**src/rtl/imem_arbiter_pkg.sv**
```systemverilog
// Shared constants, widths and FSM encoding for the instruction-memory arbiter.
// IMEM_ARB_DBG_WRITE_EN adds the DBG_WR access state.
package imem_arbiter_pkg;

  localparam int unsigned InstAddrBusW     = 32;
  localparam int unsigned InstBusW         = 32;
  localparam int unsigned StarveMaxDefault = 4;

  localparam logic                ChipEnable  = 1'b1;
  localparam logic                ChipDisable = 1'b0;
  localparam logic [InstBusW-1:0] ZeroWord    = '0;

  // Type of access granted in the previous cycle.
  typedef enum logic [1:0] {
    StIdle  = 2'd0,
    StCpuRd = 2'd1,
    StDbgRd = 2'd2
`ifdef IMEM_ARB_DBG_WRITE_EN
    ,
    StDbgWr = 2'd3
`endif
  } arb_state_e;

endpackage

```
**src/rtl/imem_arbiter_if.sv**
```systemverilog
// CPU fetch, debug access and memory-side signals of the instruction-memory arbiter.
interface imem_arbiter_if import imem_arbiter_pkg::*; #(
  parameter int unsigned ADDR_W = InstAddrBusW
);
  logic                cpu_req;
  logic [ADDR_W-1:0]   cpu_addr;
  logic                cpu_gnt;
  logic                cpu_rvalid;
  logic [InstBusW-1:0] cpu_rdata;

  logic                dbg_req;
  logic                dbg_we;
  logic [ADDR_W-1:0]   dbg_addr;
  logic [InstBusW-1:0] dbg_wdata;
  logic                dbg_gnt;
  logic                dbg_rvalid;
  logic [InstBusW-1:0] dbg_rdata;
  logic                dbg_halt;

  logic                mem_ce;
  logic                mem_we;
  logic [ADDR_W-1:0]   mem_addr;
  logic [InstBusW-1:0] mem_wdata;
  logic [InstBusW-1:0] mem_rdata;

  modport slave (
    input  cpu_req, cpu_addr, dbg_req, dbg_we, dbg_addr, dbg_wdata, dbg_halt, mem_rdata,
    output cpu_gnt, cpu_rvalid, cpu_rdata, dbg_gnt, dbg_rvalid, dbg_rdata,
    output mem_ce, mem_we, mem_addr, mem_wdata
  );

  modport master (
    output cpu_req, cpu_addr, dbg_req, dbg_we, dbg_addr, dbg_wdata, dbg_halt, mem_rdata,
    input  cpu_gnt, cpu_rvalid, cpu_rdata, dbg_gnt, dbg_rvalid, dbg_rdata,
    input  mem_ce, mem_we, mem_addr, mem_wdata
  );
endinterface

```
**src/rtl/imem_arb_starve_ctr.sv**
```systemverilog
// Counts consecutive CPU grants taken while a debug request waits; saturates at STARVE_MAX.
module imem_arb_starve_ctr #(
  parameter int unsigned STARVE_MAX = 4
) (
  input  logic clk,
  input  logic rst,
  input  logic cpu_gnt_i,
  input  logic dbg_gnt_i,
  input  logic dbg_req_i,
  output logic at_max_o
);
  localparam int unsigned CntW = (STARVE_MAX > 0) ? $clog2(STARVE_MAX + 1) : 1;
  localparam logic [CntW-1:0] CntMax = CntW'(STARVE_MAX);

  logic [CntW-1:0] cnt_d, cnt_q;

  always_comb begin
    cnt_d = cnt_q;
    if (!dbg_req_i || dbg_gnt_i) begin
      cnt_d = '0;
    end else if (cpu_gnt_i && (cnt_q != CntMax)) begin
      cnt_d = cnt_q + 1'b1;
    end
  end

  always_ff @(posedge clk or negedge rst) begin
    if (!rst) begin
      cnt_q <= '0;
    end else begin
      cnt_q <= cnt_d;
    end
  end

  assign at_max_o = (cnt_q == CntMax);
endmodule

```
**src/rtl/imem_arbiter.sv**
```systemverilog
// Two-master (CPU fetch / debug) arbiter for a single-port instruction memory.
// Debug writes are enabled by defining IMEM_ARB_DBG_WRITE_EN.
module imem_arbiter import imem_arbiter_pkg::*; #(
  parameter int unsigned STARVE_MAX = StarveMaxDefault,
  parameter int unsigned ADDR_W     = InstAddrBusW
) (
  input logic           clk,
  input logic           rst,
  imem_arbiter_if.slave bus
);
  arb_state_e          state_d, state_q;
  logic [InstBusW-1:0] cpu_rdata_d, cpu_rdata_q;
  logic [InstBusW-1:0] dbg_rdata_d, dbg_rdata_q;
  logic                cpu_gnt, dbg_gnt, dbg_wr, starve_max;
  logic [ADDR_W-1:0]   addr_sel;

  imem_arb_starve_ctr #(
    .STARVE_MAX (STARVE_MAX)
  ) u_starve_ctr (
    .clk       (clk),
    .rst       (rst),
    .cpu_gnt_i (cpu_gnt),
    .dbg_gnt_i (dbg_gnt),
    .dbg_req_i (bus.dbg_req),
    .at_max_o  (starve_max)
  );

  // Grants are gated by rst so nothing is issued while reset is held.
  always_comb begin
    dbg_gnt = rst & bus.dbg_req & (bus.dbg_halt | ~bus.cpu_req | starve_max);
    cpu_gnt = rst & bus.cpu_req & ~bus.dbg_halt & ~dbg_gnt;
  end

`ifdef IMEM_ARB_DBG_WRITE_EN
  assign dbg_wr = dbg_gnt & bus.dbg_we;
`else
  // Without the write path a debug write is served as a plain read.
  logic unused_dbg_wr;
  assign unused_dbg_wr = ^{bus.dbg_we, bus.dbg_wdata};
  assign dbg_wr        = 1'b0;
`endif

  always_comb begin
    state_d     = StIdle;
    cpu_rdata_d = cpu_rdata_q;
    dbg_rdata_d = dbg_rdata_q;
    if (cpu_gnt) begin
      state_d     = StCpuRd;
      cpu_rdata_d = bus.mem_rdata;
    end else if (dbg_gnt) begin
`ifdef IMEM_ARB_DBG_WRITE_EN
      state_d = dbg_wr ? StDbgWr : StDbgRd;
`else
      state_d = StDbgRd;
`endif
      if (!dbg_wr) begin
        dbg_rdata_d = bus.mem_rdata;
      end
    end
  end

  always_ff @(posedge clk or negedge rst) begin
    if (!rst) begin
      state_q     <= StIdle;
      cpu_rdata_q <= ZeroWord;
      dbg_rdata_q <= ZeroWord;
    end else begin
      state_q     <= state_d;
      cpu_rdata_q <= cpu_rdata_d;
      dbg_rdata_q <= dbg_rdata_d;
    end
  end

  always_comb begin
    addr_sel = '0;
    if (dbg_gnt) begin
      addr_sel = bus.dbg_addr;
    end else if (cpu_gnt) begin
      addr_sel = bus.cpu_addr;
    end
  end

  always_comb begin
    bus.cpu_gnt    = cpu_gnt;
    bus.dbg_gnt    = dbg_gnt;
    bus.mem_ce     = (cpu_gnt | dbg_gnt) ? ChipEnable : ChipDisable;
    bus.mem_addr   = addr_sel;
    bus.mem_we     = dbg_wr;
`ifdef IMEM_ARB_DBG_WRITE_EN
    bus.mem_wdata  = dbg_wr ? bus.dbg_wdata : ZeroWord;
`else
    bus.mem_wdata  = ZeroWord;
`endif
    bus.cpu_rvalid = (state_q == StCpuRd);
    bus.dbg_rvalid = (state_q == StDbgRd);
    bus.cpu_rdata  = cpu_rdata_q;
    bus.dbg_rdata  = dbg_rdata_q;
  end
endmodule
```
**src/flat_wrapper.sv**
```systemverilog
// flat-port wrapper written by rule: the top's interface ports become plain ports
module imem_arbiter_flat import imem_arbiter_pkg::*;
#(
  parameter int unsigned STARVE_MAX = StarveMaxDefault,
  parameter int unsigned ADDR_W     = InstAddrBusW
)
  (clk, rst, bus_cpu_req, bus_cpu_addr, bus_dbg_req, bus_dbg_we, bus_dbg_addr, bus_dbg_wdata, bus_dbg_halt, bus_mem_rdata, bus_cpu_gnt, bus_cpu_rvalid, bus_cpu_rdata, bus_dbg_gnt, bus_dbg_rvalid, bus_dbg_rdata, bus_mem_ce, bus_mem_we, bus_mem_addr, bus_mem_wdata);
  imem_arbiter_if #(.ADDR_W(ADDR_W)) bus_i ();
  input logic clk;
  input logic rst;
  input wire logic [$bits(bus_i.cpu_req)-1:0] bus_cpu_req;
  input wire logic [$bits(bus_i.cpu_addr)-1:0] bus_cpu_addr;
  input wire logic [$bits(bus_i.dbg_req)-1:0] bus_dbg_req;
  input wire logic [$bits(bus_i.dbg_we)-1:0] bus_dbg_we;
  input wire logic [$bits(bus_i.dbg_addr)-1:0] bus_dbg_addr;
  input wire logic [$bits(bus_i.dbg_wdata)-1:0] bus_dbg_wdata;
  input wire logic [$bits(bus_i.dbg_halt)-1:0] bus_dbg_halt;
  input wire logic [$bits(bus_i.mem_rdata)-1:0] bus_mem_rdata;
  output wire logic [$bits(bus_i.cpu_gnt)-1:0] bus_cpu_gnt;
  output wire logic [$bits(bus_i.cpu_rvalid)-1:0] bus_cpu_rvalid;
  output wire logic [$bits(bus_i.cpu_rdata)-1:0] bus_cpu_rdata;
  output wire logic [$bits(bus_i.dbg_gnt)-1:0] bus_dbg_gnt;
  output wire logic [$bits(bus_i.dbg_rvalid)-1:0] bus_dbg_rvalid;
  output wire logic [$bits(bus_i.dbg_rdata)-1:0] bus_dbg_rdata;
  output wire logic [$bits(bus_i.mem_ce)-1:0] bus_mem_ce;
  output wire logic [$bits(bus_i.mem_we)-1:0] bus_mem_we;
  output wire logic [$bits(bus_i.mem_addr)-1:0] bus_mem_addr;
  output wire logic [$bits(bus_i.mem_wdata)-1:0] bus_mem_wdata;
  assign bus_i.cpu_req = bus_cpu_req;
  assign bus_i.cpu_addr = bus_cpu_addr;
  assign bus_i.dbg_req = bus_dbg_req;
  assign bus_i.dbg_we = bus_dbg_we;
  assign bus_i.dbg_addr = bus_dbg_addr;
  assign bus_i.dbg_wdata = bus_dbg_wdata;
  assign bus_i.dbg_halt = bus_dbg_halt;
  assign bus_i.mem_rdata = bus_mem_rdata;
  assign bus_cpu_gnt = bus_i.cpu_gnt;
  assign bus_cpu_rvalid = bus_i.cpu_rvalid;
  assign bus_cpu_rdata = bus_i.cpu_rdata;
  assign bus_dbg_gnt = bus_i.dbg_gnt;
  assign bus_dbg_rvalid = bus_i.dbg_rvalid;
  assign bus_dbg_rdata = bus_i.dbg_rdata;
  assign bus_mem_ce = bus_i.mem_ce;
  assign bus_mem_we = bus_i.mem_we;
  assign bus_mem_addr = bus_i.mem_addr;
  assign bus_mem_wdata = bus_i.mem_wdata;
  imem_arbiter #(.STARVE_MAX(STARVE_MAX), .ADDR_W(ADDR_W)) u_core (.clk(clk), .rst(rst), .bus(bus_i));
endmodule
```
**config.mk**
```make
export PLATFORM = sky130hd
export DESIGN_NAME = imem_arbiter_flat
export DESIGN_NICKNAME = d
export VERILOG_FILES = /design/src/rtl/imem_arbiter_pkg.sv /design/src/rtl/imem_arbiter_if.sv /design/src/rtl/imem_arb_starve_ctr.sv /design/src/rtl/imem_arbiter.sv /design/src/flat_wrapper.sv
export SDC_FILE = /design/constraint.sdc
export NUM_CORES = 1
export LEC_CHECK = 0
export CAP_MARGIN = 15
export CORE_MARGIN = 2
export CORE_UTILIZATION = 30
export CTS_BUF_LIST = sky130_fd_sc_hd__clkbuf_16
export DETAILED_ROUTE_END_ITERATION = 12
export GPL_TIMING_DRIVEN = 0
export PLACE_DENSITY = 0.75
export SLEW_MARGIN = 40
export SYNTH_ARGS = -nofsm -noshare
export SYNTH_HDL_FRONTEND = slang
export SYNTH_SLANG_ARGS = --single-unit
```
**constraint.sdc**
```tcl
create_clock -name clk -period 4.6 [get_ports clk]
set_clock_uncertainty 0.2 [all_clocks]
set_input_delay 0.46 -clock clk [delete_from_list [all_inputs] [get_ports clk]]
set_output_delay 0.46 -clock clk [all_outputs]
set_load 0.01 [all_outputs]
```
==> results of run 1 <==
[cells in the mapped netlist]
cell	number	area, um^2
o21ai_0	1	5.00
ha_1	2	25.0
mux2_2	48	541
a21boi_0	2	15.0
nor2b_1	2	12.5
buf_6	5	56.3
nor2b_4	1	13.8
nand3b_1	1	7.51
nand2_2	1	6.26
nand2_1	2	7.51
inv_2	1	3.75
inv_1	2	7.51
a21oi_2	1	8.76
a22o_1	32	280
dfrtp_1	69	1730
nand3_2	1	10.0
buf_8	1	15.0
nand2b_1	2	12.5
buf_2	6	30.0
conb_1	1	3.75
mux2_4	17	255
buf_4	35	263
o21a_1	1	7.51
nand3_1	2	10.0
nand4_1	2	12.5
[per-layer routing]
metal  part of all wire [%]  track usage [%]  up-vias
met2                     50             24.5       99
met4                   0.59             3.53        0
met5                      0                0        -
li1                       -                -     1283
met1                     42             20.1     1338
met3                    7.7             5.10        9
[worst max-delay path, cell delays in order]
cell             delay [ps]
dlygate4sd3_1           540
buf_6                   260
buf_4                   210
nand3_2                 240
inv_2                   200
buf_2                   260
a22o_1                  190
clkdlybuf4s50_1         600
[stage by stage]
stage | power (mW) | TNS, ps | setup slack, ps
final | 2.12 | 0 | 966
after global routing | 2.23 | 0 | 781
after CTS | 2.15 | 0 | 888
after detailed placement | 1.41 | 0 | 1220
after global placement | 1.40 | -53210 | -1270
after floorplan | 1.02 | 0 | 2530
[state kept, by name, summed over array words and instances, names as in the netlist]
| signal | flops |
|---|---|
| u_core.bus.dbg_rdata | 32 |
| u_core.u_starve_ctr.cnt_q | 3 |
| u_core.bus.cpu_rdata | 32 |
| u_core.state_q | 2 |
[power by group]
part / leakage (nW) / internal (mW) / switching (mW)
sequential: 0.823 / 0.713 / 0.0536
clock: 0.153 / 0.471 / 0.247
combinational: 1.65 / 0.415 / 0.218
total: 2.62 / 1.60 / 0.519
[cells by family (layout without fill, tap and decap cells)]
family | Yosys count | in the layout
AO/OA/AOI/OAI | 37 | 37
adder cells (fa/ha/maj) | 2 | 2
buffers and inverters | 50 | 269
flip-flops | 69 | 69
multiplexers | 65 | 65
other | 1 | 33
AND/OR/NAND/NOR | 14 | 14
[worst max-delay path by stage]
stage                                       from               end  slack (ps)
floorplan           u_core.u_starve_ctr.cnt_q[0]  bus_mem_addr[10]        2530
global placement                             rst  bus_mem_addr[14]       -1270
detailed placement                   bus_cpu_req  bus_mem_addr[14]        1220
CTS                                          rst  bus_mem_addr[14]         890
global route                                 rst  bus_mem_addr[14]         780
finish                                       rst  bus_mem_addr[16]         970
[timing repair]
| action | CTS | global route |
|---|---|---|
| endpoints found under the setup margin | 0 | 0 |
| hold buffers | 1 | 0 |
| endpoints found under the hold margin | 24 | 0 |
[layout by cell type, fill, tap and decap left out, types with 2 or more instances in the layout]
cell type,instances
a21boi_0,2
a22o_1,32
buf_2,6
buf_4,35
buf_6,6
bufinv_16,2
clkbuf_16,9
clkdlybuf4s50_1,200
clkinv_2,2
conb_1,33
dfrtp_1,69
ha_1,2
inv_1,2
mux2_2,48
mux2_4,17
nand2_1,2
nand2b_1,2
nand3_1,2
nand4_1,2
nor2b_1,2
[area by class of cell]
cell class / count / area, um^2 / area share (%)
sequential: 69 / 1730 / 28.8
clock buffer: 9 / 225 / 3.76
tap: 140 / 175 / 2.92
inverter: 3 / 11.3 / 0.188
clock inverter: 7 / 90.1 / 1.50
buffer: 47 / 364 / 6.07
multi-input combinational: 151 / 1350 / 22.6
timing repair buffer: 203 / 2050 / 34.2
==> results.ini, run 1 <==
[drt]
drtIter0Drc = 87
ant_nets = 0
drtPass1Iterations = 4
drc = 0
wirelength_um = 9750
wire_per_inst_um = 15.5
routed_via_density = 4.34
num_vias = 2729

[flow_run]
cap_violations = 0

[worst_hold_path]
hold_path_class = flip-flop to flip-flop
min_from = u_core.bus.cpu_rdata[12]
holdPathStages = 1
hold_path_end = u_core.bus.cpu_rdata[12]

[clocking]
cts_sinks = 69
clock_path_buffers = 2
cts_setup_buffers = 0
root_buffer = clkbuf_16
htree_levels = 3
cts_buffers = 9
cts_tree = yes
clk_pin_slew_worst_paths_ps = 50
cts.repair.resized = 0
clock_latency_ps = 320

[placement]
dp_cells = 612
hpwl_um = 7660
gp_congestion = 0.728
postPlaceCellArea_mm2 = 0.00567
port_buffers = 201

[global_route]
grtUsageTotal_pct = 15.3
grt_max_degree = 46
antenna_found_initial = 0
grt_pass1_vias = 2682
grt_pass1_wl_um = 14100
gr-total-overflow = 0

[sta]
fmax_ghz = 0.275
finalSetupViolCount = 0
rsz0062_at_grt = false
drv_slew = 0
finalCritPeriodShare_pct = 79.0
holdWs_ps = 300
hold_viol_final = 0
fin_crit_ps = 3630

[cells_and_area]
final_core_util_pct = 55.3
drive_gt1_share_pct = 27.4
antenna_cells = 0
fill_cells = 947
fin_area_mm2 = 0.00600
syn_to_final_growth_pct = 79.8
layout.nets = 620
fin_cells = 629

[synthesis]
postSynthAreaPerCell_um2 = 14.0
ys_ff_latch = 69
synth-compound-area-share_pct = 9.49
synthAdderAreaFrac_pct = 0.750
muxShareOfSynthArea_pct = 23.9
synth_top_family_by_area = multiplexers
netlist_instances = 238
synthSimpleGateAreaFrac_pct = 2.78
synth_cell_types = 25
ys_warn_count = 0
synth-xor-area-share_pct = 0
seq_area_frac_synth_pct = 51.8
synth_area_mm2 = 0.00334

[critical_path]
end_kind = output port
crit_type = primary input to output port
crit_required_ps = 3940
r2r_slack_ps = 2650
r2r-end = u_core.bus.dbg_rdata[26]
worst-path-max-fanout = 26
r2r_cells = 7
worst_setup_path_start_kind = primary input
cp.arrival_ps = 2970
crit-reg2reg-launch = u_core.u_starve_ctr.cnt_q[0]

[run_status]
run_status = complete, no violations

[floorplan]
rows = 38
core_mm2 = 0.0108
io_pins = 268
die_h_um = 109
die_w_um = 109
dieArea_mm2 = 0.0120
initial_core_util_pct = 30.8

[pwr]
p_per_area_mw_per_mm2 = 353
leakagePower_nw = 2.62
ir_drop_mv = 0.210

No activity file was read; power rests on OpenSTA's default activity.
==> run 2, diff against run 1 <==
==> constraint.sdc (replaced) <==
create_clock -name clk -period 3.45 [get_ports clk]
set_clock_uncertainty 0.2 [all_clocks]
set_input_delay 0.345 -clock clk [delete_from_list [all_inputs] [get_ports clk]]
set_output_delay 0.345 -clock clk [all_outputs]
set_load 0.01 [all_outputs]
==> run 2 against run 1 <==
Compared with the run above:
- clock-buffer cell count is the same
- sequential share of layout area shrank 0.096 points
- total power grew 33%
- worst hold slack is essentially flat
- non-clock buffer count grew 1
- final cell count grew 0.16%
- core utilization grew 0.18 points
- sequential power grew 33%
- critical path depth is the same
- design area grew 0.33%
- flip-flop and latch count is the same
- highest routed layer unchanged
==> results.ini, run 2 (synthesis gave the netlist of run 1 again) <==
[cells_and_area]
fin_area_mm2 = 0.00602  ; was 0.00600 mm^2
mostFrequentLayoutCell = clkdlybuf4s50_1  ; unchanged
fin_cells = 630  ; was 629
fill_cells = 945  ; was 947
antenna_cells = 0  ; unchanged
final_cell_mix = clkdlybuf4s50_1 (200), dfrtp_1 (69), mux2_2 (48)  ; unchanged
layout.nets = 621  ; was 620
syn_to_final_growth_pct = 80.4  ; was 79.8%
drive_gt1_share_pct = 27.6  ; was 27.4%

[critical_path]
cp_cell_sequence = dlygate4sd3_1 -> buf_6 -> buf_4 -> nand3_2 -> inv_2 -> buf_2 -> a22o_1 -> clkdlybuf4s50_1  ; unchanged
cp-endpoint = bus_mem_addr[14]  ; was bus_mem_addr[16]
cp.arrival_ps = 2630  ; was 2970 ps
worst_setup_path_start_kind = primary input  ; unchanged
crit-reg2reg-launch = u_core.u_starve_ctr.cnt_q[0]  ; unchanged
end_kind = output port  ; unchanged
cp-startpoint = rst  ; unchanged
crit_required_ps = 2900  ; was 3940 ps
worst-path-max-fanout = 11  ; was 26
crit_slowest_cell = clkdlybuf4s50_1  ; unchanged
cpPeakStageDelay_ps = 590  ; was 600 ps
worst-path-stages = 8  ; unchanged
cp_num_buf_inv = 6  ; unchanged
r2r_slack_ps = 1500  ; was 2650 ps
r2r_cells = 7  ; unchanged
cp_top_family = buffers and inverters  ; unchanged
r2r-end = u_core.bus.dbg_rdata[29]  ; was u_core.bus.dbg_rdata[26]
crit_type = primary input to output port  ; unchanged

[drt]
drc = 0  ; unchanged
ant_nets = 0  ; unchanged
drtIter0Drc = 88  ; was 87
wirelength_um = 9790  ; was 9750 um
routed_via_density = 4.34  ; about the same
drtPass1Iterations = 4  ; unchanged
num_vias = 2736  ; was 2,729
wire_per_inst_um = 15.5  ; about the same

[pwr]
sw_frac_of_total_pct = 24.5  ; about the same
leakagePower_nw = 2.63  ; was 2.62 nW
clockPowerShare_pct = 33.9  ; about the same
ir_drop_mv = 0.279  ; was 0.210 mV
p_int_mw = 2.13  ; was 1.60 mW
p_seq_share_pct = 36.2  ; about the same
power_frac_comb_pct = 30.0  ; was 29.9%
p_per_area_mw_per_mm2 = 470  ; was 353 mW/mm^2
power.switching_mw = 0.692  ; was 0.519 mW

[clocking]
clk_pin_slew_worst_paths_ps = 60  ; was 50 ps
cts_setup_buffers = 0  ; unchanged
clock_latency_ps = 320  ; about the same
cts_tree = yes  ; unchanged
cts_sinks = 69  ; unchanged
cts_buffers = 9  ; unchanged
root_buffer = clkbuf_16  ; unchanged
clock_path_buffers = 2  ; unchanged
htree_levels = 3  ; unchanged

[placement]
port_buffers = 201  ; unchanged
postPlaceCellArea_mm2 = 0.00567  ; unchanged
gp_congestion = 0.728  ; unchanged
dp_cells = 612  ; unchanged
hpwl_um = 7660  ; unchanged

[floorplan]
dieArea_mm2 = 0.0120  ; unchanged
rows = 38  ; unchanged
die_h_um = 109  ; unchanged
initial_core_util_pct = 30.8  ; unchanged
core_mm2 = 0.0108  ; unchanged
die_w_um = 109  ; unchanged
io_pins = 268  ; unchanged

[sta]
finalCritPeriodShare_pct = 92.1
fin_crit_ps = 3180
drv_slew = 0  ; unchanged
setup_tns_ps = 0  ; unchanged
finalSetupViolCount = 0  ; unchanged
hold_viol_final = 0  ; unchanged
fmax_ghz = 0.315
rsz0062_at_grt = false  ; unchanged

[global_route]
grtUsageTotal_pct = 15.3  ; about the same
gr-total-overflow = 0  ; unchanged
antenna_found_initial = 0  ; unchanged
grt_pass1_vias = 2685  ; was 2,682
grt_max_degree = 46  ; unchanged
grt_pass1_wl_um = 14100  ; about the same

[flow_run]
cap_violations = 0  ; unchanged

[run_status]
run_status = complete, no violations  ; unchanged

[worst_hold_path]
hold_path_class = primary input to asynchronous set/reset pin  ; was flip-flop to flip-flop

-- run 2: how the worst min path moves through the flow --
stage / start / end / slack, ps
6_report: rst / u_core.bus.cpu_rdata[31] / 300
3_3_place_gp: u_core.bus.cpu_rdata[0] / u_core.bus.cpu_rdata[0] / 290
4_1_cts: u_core.bus.cpu_rdata[3] / u_core.bus.cpu_rdata[3] / 300
2_1_floorplan: rst / u_core.bus.cpu_rdata[0] / -150
3_5_place_dp: rst / u_core.bus.cpu_rdata[31] / 20
5_1_grt: u_core.bus.cpu_rdata[16] / u_core.bus.cpu_rdata[16] / 310
-- run 2: layout make-up --
class | instances | area, um^2 | area share [%]
clock buffers | 9 | 225 | 3.74
repair buffers | 204 | 2070 | 34.4
well taps | 140 | 175 | 2.91
clock inverters | 7 | 90.1 | 1.50
multi-input cells | 151 | 1350 | 22.5
flip-flops and latches | 69 | 1730 | 28.7
plain buffers | 47 | 364 | 6.05
inverters | 3 | 11.3 | 0.187
-- run 2: routing by layer --
metal	vias to the layer above	GRT usage, %	share of wire (%)
met5	-	0	0
li1	1286	-	-
met1	1337	20.1	41
met4	0	3.53	0.62
met2	104	24.6	50
met3	9	5.10	8.0
-- run 2: tightest hold or removal path, cell delays in order --
cell	delay, ps
dlygate4sd3_1	540
buf_6	110
buf_12	180
-- run 2: what timing repair did --
item	4_1_cts	5_1_grt
resized for setup	0	0
hold buffers	2	0
endpoints found under the setup margin	0	0
endpoints found under the hold margin	69	0
-- run 2: metrics by stage --
| step | util [%] | hold slack [ps] | total power, mW | setup slack (ps) |
|---|---|---|---|---|
| floorplan | - | -151 | 1.36 | 1490 |
| global placement | 52.1 | 288 | 1.86 | -2190 |
| detailed placement | 52.3 | 23.3 | 1.88 | 296 |
| CTS | 55.5 | 305 | 2.87 | 207 |
| global route | 55.5 | 315 | 2.97 | 116 |
| finish | 55.5 | 300 | 2.83 | 274 |
-- run 2: power by group through the flow --
stage	registers (mW)	clock network, mW	logic (mW)
after floorplan	1.10	0	0.265
after global placement	1.03	0	0.833
after detailed placement	1.03	0	0.848
after CTS	1.02	0.992	0.856
after global routing	1.04	1.03	0.901
final	1.02	0.957	0.846
==> run 3, diff against run 2 <==
--- a/config.mk
+++ b/config.mk
@@ -5,13 +5,15 @@
 export SDC_FILE = /design/constraint.sdc
 export NUM_CORES = 1
 export LEC_CHECK = 0
-export CAP_MARGIN = 15
+export CAP_MARGIN = 20
+export CELL_PAD_IN_SITES_DETAIL_PLACEMENT = 1
+export CELL_PAD_IN_SITES_GLOBAL_PLACEMENT = 2
 export CORE_MARGIN = 2
-export CORE_UTILIZATION = 30
+export CORE_UTILIZATION = 19
 export CTS_BUF_LIST = sky130_fd_sc_hd__clkbuf_16
 export DETAILED_ROUTE_END_ITERATION = 12
 export GPL_TIMING_DRIVEN = 0
-export PLACE_DENSITY = 0.75
+export PLACE_DENSITY_LB_ADDON = 0.1
 export SLEW_MARGIN = 40
 export SYNTH_ARGS = -nofsm -noshare
 export SYNTH_HDL_FRONTEND = slang
==> run 3 against run 2 <==
Compared with the run above:
- core utilization is 20 points lower
- worst setup slack worse by 61 ps
- maximum frequency fell by 1.9%
- non-clock buffer count is 3 higher
- global-route usage decreased by 3.3 points
- flip-flop and latch count did not move
- total power up 3.3%
- routed wire length rose by 17%
- register-to-register slack is essentially flat
==> results.ini, run 3 (synthesis gave the netlist of run 1 again) <==
[sta]
fmax_ghz = 0.309  ; was 0.315 GHz
finalSetupViolCount = 0  ; unchanged
drv_slew = 0  ; unchanged
hold_viol_final = 0  ; unchanged
holdWs_ps = 302  ; was 300 ps
fin_crit_ps = 3240  ; was 3180 ps
finalCritPeriodShare_pct = 93.8  ; was 92.1%
rsz0062_at_grt = false  ; unchanged

[critical_path]
end_kind = output port  ; unchanged
crit_type = primary input to output port  ; unchanged
worst-path-max-fanout = 11  ; unchanged
cp_num_buf_inv = 7  ; was 6
crit_required_ps = 2900  ; about the same
worst_setup_path_start_kind = primary input  ; unchanged
r2r-end = u_core.bus.dbg_rdata[23]  ; was u_core.bus.dbg_rdata[29]
crit_slowest_cell = clkdlybuf4s50_1  ; unchanged
cp_cell_sequence = dlygate4sd3_1 -> buf_6 -> buf_12 -> buf_4 -> nand2_1 -> a21oi_2 -> buf_6 -> buf_2 -> a22o_1 -> clkdlybuf4s50_1  ; was dlygate4sd3_1 -> buf_6 -> buf_4 -> nand3_2 -> inv_2 -> buf_2 -> a22o_1 -> clkdlybuf4s50_1
cp_common_cell = buf_6
cp_top_family = buffers and inverters  ; unchanged
r2r_cells = 7  ; unchanged
cp.arrival_ps = 2690  ; was 2630 ps
r2r_slack_ps = 1490  ; was 1500 ps
crit-reg2reg-launch = u_core.u_starve_ctr.cnt_q[0]  ; unchanged
cpPeakStageDelay_ps = 560  ; was 590 ps

[pwr]
leakagePower_nw = 2.67  ; was 2.63 nW
ir_drop_mv = 0.181  ; was 0.279 mV
p_per_area_mw_per_mm2 = 472  ; was 470 mW/mm^2

[clocking]
cts_setup_buffers = 0  ; unchanged
clock_path_buffers = 2  ; unchanged
htree_levels = 3  ; unchanged
clock_latency_ps = 330  ; was 320 ps
cts_hold_buf = 5  ; was 2
clk_pin_slew_worst_paths_ps = 50  ; was 60 ps
root_buffer = clkbuf_16  ; unchanged
cts.repair.resized = 0  ; unchanged
cts_buffers = 9  ; unchanged
cts_sinks = 69  ; unchanged
cts_tree = yes  ; unchanged

[cells_and_area]
final_cell_mix = clkdlybuf4s50_1 (200), dfrtp_1 (69), mux2_2 (48)  ; unchanged
layout.nets = 624  ; was 621
drive_gt1_share_pct = 27.4  ; was 27.6%
fill_cells = 1918  ; was 945
multi_input_area_mm2 = 0.00135  ; unchanged
fin_cells = 718  ; was 630
syn_to_final_growth_pct = 85.3  ; was 80.4%
mostFrequentLayoutCell = clkdlybuf4s50_1  ; unchanged
antenna_cells = 0  ; unchanged
seq_area_mm2 = 0.00173  ; unchanged

[global_route]
antenna_found_initial = 0  ; unchanged
grt_pass1_vias = 2940  ; was 2,685
grt_pass1_wl_um = 16800  ; was 14,100 um
grt_max_degree = 36  ; was 46
gr-total-overflow = 0  ; unchanged
grtUsageTotal_pct = 12.1  ; was 15.3%

[placement]
gp_congestion = 0.641  ; was 0.728
hpwl_um = 8960  ; was 7660 um
port_buffers = 201  ; unchanged
dp_cells = 697  ; was 612

[floorplan]
rows = 48  ; was 38
io_pins = 268  ; unchanged
initial_core_util_pct = 19.4  ; was 30.8%
core_mm2 = 0.0172  ; was 0.0108 mm^2
die_w_um = 137  ; was 109 um
dieArea_mm2 = 0.0186  ; was 0.0120 mm^2
die_h_um = 137  ; was 109 um

[drt]
ant_nets = 0  ; unchanged
drtPass1Iterations = 2  ; was 4
routed_via_density = 3.89  ; was 4.34
wire_per_inst_um = 15.9  ; was 15.5 um
wirelength_um = 11400  ; was 9790 um
num_vias = 2793  ; was 2,736
drc = 0  ; unchanged
drtIter0Drc = 44  ; was 88

[worst_hold_path]
hold_path_class = flip-flop to flip-flop  ; was primary input to asynchronous set/reset pin
holdPathStages = 1
min_from = u_core.bus.cpu_rdata[0]
hold_path_end = u_core.bus.cpu_rdata[0]

[run_status]
run_status = complete, no violations  ; unchanged

[flow_run]
cap_violations = 0  ; unchanged

==> run 3: changes by cell type in the layout (fill, tap and decap cells not counted), sizes merged <==
cell         delta
clkinv          -2
bufinv          +1
dlygate4sd3     +1
clkinvlp        -1
buf             +2
inv             +2
==> run 3: area by class of cell <==
cell class	instances	area share (%)
tap	225	4.55
inverter	3	0.182
buffer	47	5.89
clock inverter	7	1.72
clock buffer	9	3.64
sequential	69	27.9
multi-input combinational	151	21.9
timing repair buffer	207	34.2
==> run 3: worst max-delay path by stage <==
stage / start / to / slack, ps / cells after the start
3_3_place_gp: rst / bus_mem_addr[8] / -2370 / 8
3_5_place_dp: rst / bus_mem_addr[14] / 210 / 9
5_1_grt: rst / bus_mem_addr[14] / 60 / 10
6_report: rst / bus_mem_addr[14] / 210 / 10
4_1_cts: rst / bus_mem_addr[14] / 140 / 10
2_1_floorplan: u_core.u_starve_ctr.cnt_q[0] / bus_mem_addr[10] / 1490 / 7
==> run 3: worst register-to-register path, cell delays in order, from the launching register on <==
cell     delay [ps]
dfrtp_1         400
inv_1            80
ha_1            180
nand2_2          90
a21oi_2         190
buf_6           190
buf_8           190
mux2_4          320
==> run 3: report_power, final <==
| group | total, mW | leakage, nW | internal [mW] | switching (mW) |
|---|---|---|---|---|
| Sequential | 1.02 | 0.823 | 0.950 | 0.0723 |
| Combinational | 0.861 | 1.68 | 0.559 | 0.302 |
| Clock | 1.04 | 0.169 | 0.697 | 0.339 |
| Total | 2.92 | 2.67 | 2.21 | 0.713 |
==> run 3: through the flow <==
step	TNS (ps)	setup slack (ps)	util (%)	power (mW)	cell area (um^2)
finish	0	213	35.9	2.92	6180
floorplan	0	1490	-	1.36	3460
global placement	-234700	-2370	33.4	1.89	5750
detailed placement	0	209	33.5	1.90	5770
CTS	0	137	35.9	2.99	6180
global route	0	57.6	35.9	3.08	6180
==> run 3: per-layer routing <==
| metal | vias to the layer above | global-route usage [%] | wire (um) |
|---|---|---|---|
| li1 | 1292 | - | - |
| met1 | 1341 | 12.6 | 4100 |
| met2 | 149 | 21.1 | 5700 |
| met3 | 11 | 5.89 | 1480 |
| met4 | 0 | 3.99 | 142 |
| met5 | - | 0 | 0 |
